File: src/rtl/daisi_ascii_pkg.sv
// Shared ASCII constants and sequencer state encoding.
// Used by hex_report_sequencer and nibble_to_ascii. Intended for reuse by a future ASCII receive/parse path.
package daisi_ascii_pkg;

    localparam logic [7:0] ASC_0  = 8'h30;
    localparam logic [7:0] ASC_A  = 8'h41;
    localparam logic [7:0] ASC_x  = 8'h78;
    localparam logic [7:0] ASC_CR = 8'h0D;
    localparam logic [7:0] ASC_LF = 8'h0A;

    localparam int unsigned STATE_W = 3;

    localparam logic [STATE_W-1:0] ST_IDLE  = 3'd0;
    localparam logic [STATE_W-1:0] ST_PFX0  = 3'd1;
    localparam logic [STATE_W-1:0] ST_PFX1  = 3'd2;
    localparam logic [STATE_W-1:0] ST_DIGIT = 3'd3;
    localparam logic [STATE_W-1:0] ST_CR    = 3'd4;
    localparam logic [STATE_W-1:0] ST_LF    = 3'd5;

    typedef enum logic [STATE_W-1:0] {
        S_IDLE  = ST_IDLE,
        S_PFX0  = ST_PFX0,
        S_PFX1  = ST_PFX1,
        S_DIGIT = ST_DIGIT,
        S_CR    = ST_CR,
        S_LF    = ST_LF
    } seq_state_t;

endpackage

File: src/rtl/nibble_to_ascii.sv
// Combinational 4-bit nibble to uppercase ASCII hex character.
// Ports:
//   nibble   in  4  binary digit 0..15
//   ascii_c  out 8  '0'..'9' or 'A'..'F' (combinational)
module nibble_to_ascii
    import daisi_ascii_pkg::*;
(
    input  logic [3:0] nibble,
    output logic [7:0] ascii_c
);

    always_comb begin
        if (nibble < 4'd10) begin
            ascii_c = ASC_0 + 8'(nibble);
        end else begin
            ascii_c = ASC_A + 8'(nibble - 4'd10);
        end
    end

endmodule

File: src/rtl/hex_report_sequencer.sv
// Serialises a captured value as an ASCII hex report line (MSB nibble first, uppercase, optional CR LF) onto a valid/ready byte stream for a UART transmitter.
// Optional "0x" prefix: define HEX_PREFIX_EN to build the PFX0/PFX1 states.
// Ports:
//   clk, rst_n    clock, asynchronous active-low reset
//   value_in      value to report, latched on accept
//   value_valid   source has a value
//   value_ready   combinational, high only in IDLE
//   tx_data       registered ASCII byte
//   tx_valid      registered byte valid
//   tx_ready      UART consumed the byte this cycle
//   busy          registered, high outside IDLE
module hex_report_sequencer
    import daisi_ascii_pkg::*;
#(
    parameter int unsigned NUM_NIBBLES = 8,
    parameter bit          TERM_CRLF   = 1'b1
) (
    input  logic                     clk,
    input  logic                     rst_n,
    input  logic [4*NUM_NIBBLES-1:0] value_in,
    input  logic                     value_valid,
    output logic                     value_ready,
    output logic [7:0]               tx_data,
    output logic                     tx_valid,
    input  logic                     tx_ready,
    output logic                     busy
);

    localparam int unsigned VAL_W = 4 * NUM_NIBBLES;
    localparam int unsigned IDX_W = (NUM_NIBBLES > 1) ? $clog2(NUM_NIBBLES) : 1;
    localparam logic [IDX_W-1:0] LAST_IDX = IDX_W'(NUM_NIBBLES - 1);

    seq_state_t       state, state_nx;
    logic [IDX_W-1:0] idx, idx_nx;
    logic [VAL_W-1:0] shadow, shadow_nx;
    logic [7:0]       tx_data_nx;
    logic             tx_valid_nx;

    logic [VAL_W-1:0] nib_src;
    logic [IDX_W-1:0] nib_sel;
    logic [3:0]       nib;
    logic [7:0]       digit_ascii;
    logic             hs;

    // Nibble mux selects the digit to be emitted next: MSB of value_in on accept, otherwise the shadow nibble following the current one.
    always_comb begin
        nib_src = (state == S_IDLE) ? value_in : shadow;
        nib_sel = ((state == S_DIGIT) && (idx != '0)) ? (idx - IDX_W'(1)) : LAST_IDX;
        nib     = 4'(nib_src >> {nib_sel, 2'b00});
    end

    nibble_to_ascii u_n2a (
        .nibble  (nib),
        .ascii_c (digit_ascii)
    );

    assign value_ready = (state == S_IDLE);
    assign hs          = tx_valid & tx_ready;

    // Next-state and next-output logic; everything holds unless a handshake advances it.
    always_comb begin
        state_nx    = state;
        idx_nx      = idx;
        shadow_nx   = shadow;
        tx_data_nx  = tx_data;
        tx_valid_nx = tx_valid;

        unique case (state)
            S_IDLE: begin
                if (value_valid) begin
                    shadow_nx   = value_in;
                    idx_nx      = LAST_IDX;
                    tx_valid_nx = 1'b1;
`ifdef HEX_PREFIX_EN
                    state_nx    = S_PFX0;
                    tx_data_nx  = ASC_0;
`else
                    state_nx    = S_DIGIT;
                    tx_data_nx  = digit_ascii;
`endif
                end
            end
`ifdef HEX_PREFIX_EN
            S_PFX0: begin
                if (hs) begin
                    state_nx   = S_PFX1;
                    tx_data_nx = ASC_x;
                end
            end
            S_PFX1: begin
                if (hs) begin
                    state_nx   = S_DIGIT;
                    tx_data_nx = digit_ascii;
                end
            end
`endif
            S_DIGIT: begin
                if (hs) begin
                    if (idx != '0) begin
                        idx_nx     = idx - IDX_W'(1);
                        tx_data_nx = digit_ascii;
                    end else if (TERM_CRLF) begin
                        state_nx   = S_CR;
                        tx_data_nx = ASC_CR;
                    end else begin
                        state_nx    = S_IDLE;
                        tx_valid_nx = 1'b0;
                    end
                end
            end
            S_CR: begin
                if (hs) begin
                    state_nx   = S_LF;
                    tx_data_nx = ASC_LF;
                end
            end
            S_LF: begin
                if (hs) begin
                    state_nx    = S_IDLE;
                    tx_valid_nx = 1'b0;
                end
            end
            default: begin
                state_nx    = S_IDLE;
                tx_valid_nx = 1'b0;
            end
        endcase
    end

    // State, shadow and output registers.
    always_ff @(posedge clk or negedge rst_n) begin
        if (!rst_n) begin
            state    <= S_IDLE;
            idx      <= LAST_IDX;
            shadow   <= '0;
            tx_data  <= 8'h00;
            tx_valid <= 1'b0;
            busy     <= 1'b0;
        end else begin
            state    <= state_nx;
            idx      <= idx_nx;
            shadow   <= shadow_nx;
            tx_data  <= tx_data_nx;
            tx_valid <= tx_valid_nx;
            busy     <= (state_nx != S_IDLE);
        end
    end

endmodule
File: config.mk
export PLATFORM = sky130hd
export DESIGN_NAME = hex_report_sequencer
export DESIGN_NICKNAME = d
export VERILOG_FILES = /design/src/rtl/daisi_ascii_pkg.sv /design/src/rtl/nibble_to_ascii.sv /design/src/rtl/hex_report_sequencer.sv
export SDC_FILE = /design/constraint.sdc
export NUM_CORES = 1
export LEC_CHECK = 0
export CAP_MARGIN = 20
export CELL_PAD_IN_SITES_DETAIL_PLACEMENT = 2
export CELL_PAD_IN_SITES_GLOBAL_PLACEMENT = 2
export CORE_AREA = 4 4 97 99
export DETAILED_ROUTE_END_ITERATION = 10
export DIE_AREA = 0 0 101 103
export PLACE_DENSITY = 0.78
export SYNTH_ARGS = -nofsm -noshare
export SYNTH_HDL_FRONTEND = slang
export SYNTH_SLANG_ARGS = --single-unit
File: constraint.sdc
create_clock -name clk -period 8.1 [get_ports clk]
set_clock_uncertainty 0.15 [all_clocks]
set_input_delay 2.025 -clock clk [delete_from_list [all_inputs] [get_ports clk]]
set_output_delay 2.025 -clock clk [all_outputs]
set_load 0.005 [all_outputs]
==> reports/summary.txt <==
Clock network power share: 11.6%
Number of global-route vias before repair: 2650
Syn Std Cell Area: 2900 µm²
Pint: 667 µW
Slew HR: 24.4%
Cell area after layout: 3430 µm²
N_diodes: 0
Grt total ovfl: 0
Setup_tns: 0 ps
Clk_lat worst skew: 300 ps
Worst Setup EP: tx_data[0]
Core ar.: 8550 µm²
CP endpoint kind: flip-flop
Share of cells above drive strength 1: 11.5%
CTS clk-pin slew, worst paths: 90 ps
Yosys top cell by area: dfrtp_1
Top FF cell, synth: dfrtp_1
EDFF count, synth: 0
Worst EP required: 8140 ps
Leakage power: 0.00153 µW
Residual DRC: 0
Post-Synthesis Cells: 323
Sw frac: 44.7%
WL/cell: 17.6 µm
Peak fanout along the critical path: 12
H-Tree Depth: 2
Placed cell area: 3320 µm²
CP Launch Type: primary input
Warnings from Yosys: 0
Die width: 101 µm
Worst Setup SP: value_in[6]
Crit path time final: 4780 ps
Die Ht: 103 µm
Most frequent cells in the layout: 107 x nand2_1, 44 x dfrtp_1, 44 x clkdlybuf4s50_1
Commonest non-fill, non-tap cell in the layout: nand2_1
Flop2flop setup slack: 3530 ps
Total Wirelength: 8180 µm
Final-report setup violation count: 0
Psw: 539 µW
CTS tree: built
Via density: 5.36
Mapped Nets: 365
Synth top area cells: dfrtp_1 38%, nand2_1 14%, buf_6 3.1%, dfstp_2 2.7%, ha_1 2.6%
Worst reg2reg startpoint: idx[0]
VDD IR-drop max: 0.0931 mV
Worst Reg-to-Reg Cells: 15
RSZ-0062 raised after global routing: no
HP Class: flip-flop to flip-flop
Global-route wire length before repair: 13500 µm
Fmax: 209 MHz
Synth Register Bits: 47
I/O pin count: 47
First-pass DRT Iterations: 4
CTS Sinks: 47
Largest net degree at the start of global routing: 48
Combinational cell fraction of total power: 53.4%
Area of the die: 10400 µm²
Final ANT Viol Nets: 0
Async S/R FF share, synth: 100%
Hold buffer count at cts: 0
Seq pwr share: 35.0%
Final Net Count: 399
Max cap viols: 0
Avg Inst Size Synth: 8.98 µm²
Post-cts resize count: 0
# Post-CTS Setup Buffers: 0
GR Util All Layers: 16.4%
Status: completed
Critical Path AT: 4820 ps
Clk root buf: clkbuf_8
Initial Utilization: 33.9%
Vias: 2496
Port Buffers: 45
Worst slew pin tran: 1120 ps
Rows: 34
Drt initial violations: 70
Sequential share of the synthesized area: 40.7%
Period utilization: 59.0%
Gpl congestion: 0.798
RR Endpoint: tx_data[4]
Final hold vios: 0
Hpwl dp: 5950 µm
WS Path Type: primary input to flip-flop
CTS Buf Count: 5
PD cells: 351 nW/µm²
Max Root-Sink Buffers: 2
Slew Viols, Final: 0
Area delta synth->final: 18.4%
Antenna violations before repair: 0
Netlist cell types: 71
Synth top area share: 38.0%
==> layer usage <==
layer	wire length (µm)	up-vias	track usage [%]
li1	-	1188	-
met1	3590	1258	20.3
met2	4210	43	30.2
met3	286	7	2.44
met4	89	0	3.89
met5	0	-	0
==> sequential cells by signal (all words and copies together), names as in the netlist <==
name      cells
idx           3
tx_data       7
state         3
tx_valid      1
busy          1
shadow       32
==> power by group through the flow <==
stage | Sequential, µW | Combinational (µW) | Clock [µW]
3_3_place_gp | 422 | 617 | 0
5_1_grt | 439 | 727 | 154
4_1_cts | 424 | 649 | 145
6_report | 422 | 644 | 140
3_5_place_dp | 429 | 644 | 0
2_1_floorplan | 394 | 488 | 0
==> critical path, cell delays in order <==
cell	delay [ps]
clkdlybuf4s50_1	500
nor4b_1	260
a31oi_1	70
and3_2	210
a31oi_1	290
a211oi_4	160
ha_1	230
inv_1	50
ha_1	380
inv_1	190
nor4b_1	360
nor4_1	90
==> Yosys cell counts (4+ instances only) <==
master    instances
a21oi_1           6
nand2_1         107
nor2_1           17
inv_1            12
nand2b_1          4
a211oi_1          4
o21ai_0           9
a31oi_1           7
ha_1              6
clkbuf_1          8
dfrtp_1          44
buf_6             8
==> cell families after synthesis <==
family | count (synthesis) | share of synthesized area (%)
buffers and inverters | 34 | 8.02
muxes | 4 | 1.47
other | 1 | 0.129
xor gates and xnor gates | 3 | 0.906
AOI/OAI and AO/OA | 67 | 20.0
and+or+nand+nor | 161 | 26.2
adders and majority gates | 6 | 2.59
DFF | 47 | 40.7
==> how the worst min path moves through the flow <==
stage / depth (start not counted) / from / to
5_1_grt: 2 / shadow[14] / shadow[14]
4_1_cts: 2 / shadow[31] / shadow[31]
2_1_floorplan: 2 / shadow[10] / shadow[10]
3_5_place_dp: 2 / shadow[31] / shadow[31]
3_3_place_gp: 2 / shadow[31] / shadow[31]
6_report: 2 / shadow[14] / shadow[14]
==> stage by stage <==
| stage | power, µW | utilization [%] | hold slack (ps) | setup slack, ps | instances |
|---|---|---|---|---|---|
| 2_1_floorplan | 882 | - | 289 | 3830 | 323 |
| 5_1_grt | 1320 | 40.2 | 358 | 3000 | 466 |
| 3_5_place_dp | 1070 | 38.8 | 312 | 2710 | 456 |
| 6_report | 1210 | 40.2 | 329 | 3320 | 466 |
| 3_3_place_gp | 1040 | 38.8 | 305 | 2940 | 456 |
| 4_1_cts | 1220 | 39.7 | 334 | 3020 | 464 |
==> area by class of cell <==
cell class,instances,area [µm²]
inverters,13,61.3
multi-input cells,242,1490
fillers,976,5120
well taps,108,135
clock inverters,1,5.00
flip-flops and latches,47,1180
repair buffers,48,488
clock buffers,7,76.3
Note: power is estimated with default switching activity, not from simulation.
==> variant 1, RTL diff (config.mk and constraints unchanged) <==
Set the parameter `TERM_CRLF` to 1'b0 (it was 1'b1).
--- a/src/rtl/hex_report_sequencer.sv
+++ b/src/rtl/hex_report_sequencer.sv
@@ -14,5 +14,5 @@
 #(
     parameter int unsigned NUM_NIBBLES = 8,
-    parameter bit          TERM_CRLF   = 1'b1
+    parameter bit          TERM_CRLF   = 1'b0
 ) (
     input  logic                     clk,
Formal check against the unedited RTL: not equivalent (a bounded check fails within 10 cycles, from zero or initial values and one cycle with rst_n low).
==> variant 1 against the unedited design <==
- final cell count fell by 15%
- count of clock-buffer cells in the layout shrank 1
- register-to-register slack improved by 0.39 ns
- design area shrank 7.0%
- routed wire length is 18% lower
- synthesized area fell by 11%
- hold slack improved by 0.0081 ns
- non-clock buffer count down 1
- sequential cell count unchanged
- setup slack improved by 0.31 ns
- critical path type is now reg -> out
- critical endpoint is now value_ready
Power is not compared: it rests on default switching activity, and its combinational part moved more than twofold at a synthesized area within 25%.
==> variant 1: results (changes against the unedited design) <==
Timing
The final worst hold slack is 0.337 ns (+0.00806 ns). The tightest slew margin relative to the limit is 0.587 (+0.344). The final setup slack of the worst path is 3.63 ns (+0.314 ns).

Critical path
The endpoint arrival time on the critical path is 2.29 ns (-2.53 ns). The start point of the critical path is state[1]. The worst stage delay on the critical path is 0.59 ns (+0.09 ns). The dominant delay contributor by cell family on the critical path is buffers and inverters. The maximum fanout count along the critical path came to 18 (+6).

The register-to-register path setup slack was 3.92 ns (+0.39 ns).

Placement
The placed wire-length estimate after detailed placement was 5040 um (-15%). The total of buffers placed on input and output ports is 45 (unchanged). The worst setup timing slack at the placement stage is 3.38 ns (+0.665 ns). The post-detailed-placement cell area is 3090 um^2 (-6.9%).

The last weighted congestion value of the routability-driven placer is 0.744 (-6.9%).

Clock tree
The clock transition at the register clock pins on the worst setup and hold paths after CTS is 0.09 ns (about the same). The total setup buffers inserted after CTS is 0 (unchanged). The number of buffers on the longest clock path came to 2 (unchanged). The clock buffer count from CTS is 5 (unchanged). The post-cts resize count is 0 (unchanged).

Final layout
The fraction of final layout cells with drive strength greater than 1 is 0.199 (+0.0841). The number of filler cells placed in the layout is 916 (-6.1%). The number of nets in the layout is 328 (-18%).

Synthesis
The count of synthesis-stage warnings from yosys is 0 (unchanged). Yosys attributes the largest share of cell area to dfrtp_1 42%, mux2_2 14%, a21oi_1 3.7%. The sequential area share after synthesis is 0.455 (+0.0485). The number of unique standard cell types used by synthesis is 57 (-20%). Ranked by instance count, the synthesized netlist is headed by 44 x dfrtp_1, 32 x mux2_2, 24 x nand2_1. The net count after synthesis was 290 (-21%).

Routing
The routed wire length per instance is 17.0 um (-3.4%). The detailed router's first-iteration violation count is 58 (-17%). The number of detailed-routing iterations run before antenna repair is 4 (unchanged). The detailed route wirelength on metal2 is 3360 um (-20%). The uppermost signal routing layer after detailed routing is met4. The routed metal-1 wirelength came to 3000 um (-17%).

The detailed route wirelength on metal3 is 276 um (-3.5%). The mean number of vias per cell is 5.04 (-5.9%).

Status
The run finished with clean final reports.

Min path
The startpoint identified for the worst hold timing path is tx_data[6].

Global routing
The global-route usage over all layers is 0.135 (-0.0290). The via count of the first global-routing pass was 2254 (-15%). The global-route wire length before repair is 11100 um (-18%). The pin count of the biggest net entering global routing is 48 (unchanged).

The number of antenna violations at the first check in global routing is 0 (unchanged).

Power and ir drop
The total leakage power is ~1.4 nW.
variant 1: cell types whose count changed after synthesis, moves of 4 or more:
cell / change
o21ai_0: -4
inv_1: -5
mux2_2: +30
a21oi_1: +13
nand2_1: -83
buf_2: +6
clkbuf_1: -4
nor3_1: +8
buf_6: -6
variant 1: final timing paths:
path                            cells past startpoint           to
worst max-delay path                                3  value_ready
worst min-delay path                                2   tx_data[6]
worst max register to register                     15   tx_data[4]
worst min register to register                      2   tx_data[6]
max in group asynchronous                           2       idx[0]
min in group asynchronous                           1   shadow[22]
variant 1: logic make-up after synthesis:
family	after synthesis	share of synthesized area
AND/OR/NAND/NOR	77	0.153
adder cells (fa/ha/maj)	6	0.0290
multiplexers	36	0.155
other	1	0.00145
buffers and inverters	24	0.0473
XOR/XNOR	3	0.0101
AO/OA/AOI/OAI	54	0.148
flip-flops	47	0.455
variant 1: worst min-delay path: cells and delay by family, from the launching register on:
| kind | cells | cell delay (ns) |
|---|---|---|
| flip-flops | 1 | 0.36 |
| AND/OR/NAND/NOR | 2 | 0.10 |
variant 1: final cells by class:
class	count	area, um^2	area share
flip-flops and latches	47	1180	0.370
repair buffers	47	473	0.148
multi-input cells	177	1290	0.404
clock buffers	6	72.6	0.0227
well taps	108	135	0.0423
clock inverters	2	12.5	0.00392
inverters	8	30.0	0.00941
variant 1: metal layers:
layer | global-route usage | up-vias
li1 | - | 951
met3 | 0.0291 | 6
met2 | 0.241 | 40
met5 | 0 | -
met4 | 0.0307 | 0
met1 | 0.168 | 993
variant 1: per-stage QoR:
stage | instances | util
5_1_grt | 395 | 0.373
6_report | 395 | 0.373
4_1_cts | 394 | 0.371
3_3_place_gp | 386 | 0.361
3_5_place_dp | 386 | 0.361
2_1_floorplan | 248 | -
==> variant 2, RTL diff (same settings) <==
Without the edit above. Take the reset off `tx_data` and load it in a clocked block of its own.
--- a/src/rtl/hex_report_sequencer.sv
+++ b/src/rtl/hex_report_sequencer.sv
@@ -134,5 +134,4 @@
             idx      <= LAST_IDX;
             shadow   <= '0;
-            tx_data  <= 8'h00;
             tx_valid <= 1'b0;
             busy     <= 1'b0;
@@ -141,5 +140,4 @@
             idx      <= idx_nx;
             shadow   <= shadow_nx;
-            tx_data  <= tx_data_nx;
             tx_valid <= tx_valid_nx;
             busy     <= (state_nx != S_IDLE);
@@ -147,3 +145,7 @@
     end
 
+    always_ff @(posedge clk) begin
+        tx_data <= tx_data_nx;
+    end
+
 endmodule
Formal check against the unedited RTL: not equivalent (a bounded check fails within 4 cycles, from zero or initial values and one cycle with rst_n low).
==> variant 2 against the unedited design <==
- total power rose by 5.0%
- final cell count down 15%
- setup slack gained 0.42 ns
- routed wire length down 12%
- synthesized area shrank 4.4%
- design area down 3.6%
- sequential cell count did not move
- critical path type is now reg -> out
- largest power group unchanged
==> variant 2: results (changes against the unedited design) <==
Clock tree
The post-cts resize count was 0 (unchanged). The clock transition at the register clock pins on the worst setup and hold paths after CTS is 0.09 ns (about the same). The cell sitting at the root of the clock tree is a clkbuf_8. At the later pin of the worst-skew pair, clock insertion delay measures roughly 0.31 ns.

The number of buffers on the longest clock path is 2 (unchanged). The maximum level of the CTS H-tree came to 2 (unchanged). The total setup buffers inserted after CTS was 0 (unchanged). The clock buffer count from CTS is 5 (unchanged).

Synthesis
The share of the synthesized netlist area taken by xor and xnor gates is 0.0158 (+0.00673). The number of synthesized flops with an enable pin is 7 (+7). The commonest cells after synthesis are 37 x dfrtp_1, 30 x mux2_2, 25 x nor2_1. The share of synthesized cell area in full adder, half adder and majority cells was 0.0271 (+0.00119). The number of unique standard cell types used by synthesis came to 54 (-24%). The net count after synthesis is 295 (-19%). The share of the synthesized area in compound gates (AO/OA/AOI/OAI) came to 0.178 (-0.0224). In the post-synthesis netlist, the biggest area contributors are dfrtp_1 33%, mux2_2 12%, edfxtp_1 7.6%. The sequential area share after synthesis is 0.438 (+0.0314). The mux contribution to synthesized area is 0.136 (+0.122). The count of synthesis-stage warnings from yosys is 0 (unchanged). The prevailing post-synth register cell is dfrtp_1.

The share of async-settable or async-resettable flops after synthesis is 0.851 (-0.149).

Final layout
The largest registers in the layout are shadow x32, tx_data x7. The number of nets in the layout is 328 (-18%). The number of filler cells placed in the layout was 910 (-6.8%). The fraction of final layout cells with drive strength greater than 1 is 0.199 (+0.0841). The antenna diode count is 0 (unchanged).

Critical path
The register-to-register path setup slack was 3.83 ns (+0.30 ns). The capture point of the worst reg-to-reg path is tx_data[3]. The endpoint arrival time on the critical path is 2.19 ns (-2.63 ns). The start of the worst register-to-register path is idx[0]. The maximum fanout count along the critical path is 22 (+10). The logic depth of the worst register-to-register path is 12 (-3).

Power and ir drop
The maximum resistive drop on vdd is 0.120 mV (+29%). The total leakage power is 1.30 nW (-15%).

Timing
The number of hold violations in the final report is 0 (unchanged). The final sum of negative setup slack is 0 ns (unchanged). The actual transition at the worst max-transition pin is 0.946 ns (-0.176 ns).

The portion of the clock cycle consumed by the worst path in the final layout is 0.539 (-0.0514).

Placement
The last weighted congestion value of the routability-driven placer came to 0.741 (-7.2%). The worst setup timing slack at the placement stage is 3.48 ns (+0.770 ns). The placed wire-length estimate after detailed placement came to 5470 um (-8.0%). The total of buffers placed on input and output ports is 45 (unchanged).

Routing
The mean number of vias per cell is 5.24 (-2.3%). The number of detailed-routing iterations run before antenna repair is 3 (-1). The overall routed net length is 7200 um (-12%).

The detailed router's first-iteration violation count was 45 (-36%).

Min path
The hold-critical path depth is 1 (-1). The tightest min-delay check is of the reg -> reg type. The startpoint of the tightest hold check path is shadow[16]. The destination of the worst hold path is shadow[16].

Global routing
The global-route usage over all layers was 0.146 (-0.0179). The via count of the first global-routing pass is 2314 (-13%). The pin count of the biggest net entering global routing is 41 (-15%). The number of antenna violations at the first check in global routing is 0 (unchanged).

The global-route wire length before repair is 12100 um (-11%).

Status
The flow ran to the end, and the final reports show no timing, DRC or antenna violations.
==> variant 2: kinds of logic after synthesis <==
logic type	after synthesis
compound gates	62
other cells	1
fa+ha+maj	6
buf+inv	32
flops	47
simple gates	66
mux	34
xor+xnor	5
==> variant 2: worst max path at each step <==
stage	from	endpoint
global placement	value_in[29]	tx_data[3]
floorplan	value_in[29]	tx_data[3]
global route	idx[0]	tx_data[3]
detailed placement	value_in[29]	tx_data[3]
CTS	state[0]	value_ready
finish	state[0]	value_ready
==> variant 2: area by class of cell <==
cell class	instances	area, um^2	share of cell area
multi-input combinational	174	1370	0.415
inverter	12	50.0	0.0151
clock buffer	6	72.6	0.0219
timing repair buffer	46	453	0.137
clock inverter	2	11.3	0.00340
tap	108	135	0.0408
sequential	47	1210	0.367
==> variant 2: through the flow <==
step                      total power, W  utilization  cell area [um^2]  hold slack [ns]  cells
after detailed placement         0.00114        0.377              3230            0.350    387
after CTS                        0.00129        0.387              3310            0.371    395
after global placement           0.00109        0.377              3230            0.330    387
final                            0.00127        0.387              3310            0.369    395
after floorplan                 0.000952            -              2770            0.322    253
after global routing             0.00138        0.387              3310            0.385    395
==> variant 2: worst max-delay path, cell delays in order, from the launching register on <==
cell             delay (ns)
dfrtp_1                0.51
or3_1                  0.59
clkinv_4               0.23
clkdlybuf4s50_1        0.54
==> variant 2: power breakdown <==
| part | internal, W | total, W | switching, W |
|---|---|---|---|
| Sequential | 0.000374 | 0.000451 | 0.0000771 |
| Clock | 0.0000608 | 0.000144 | 0.0000830 |
| Combinational | 0.000320 | 0.000672 | 0.000351 |
| Total | 0.000755 | 0.00127 | 0.000512 |
==> variant 2: metal layers <==
| metal | global-route usage | vias to the layer above | wire length [um] |
|---|---|---|---|
| met4 | 0.0337 | 0 | 69 |
| met3 | 0.0244 | 6 | 246 |
| li1 | - | 979 | - |
| met1 | 0.184 | 1044 | 3310 |
| met5 | 0 | - | 0 |
| met2 | 0.264 | 39 | 3570 |
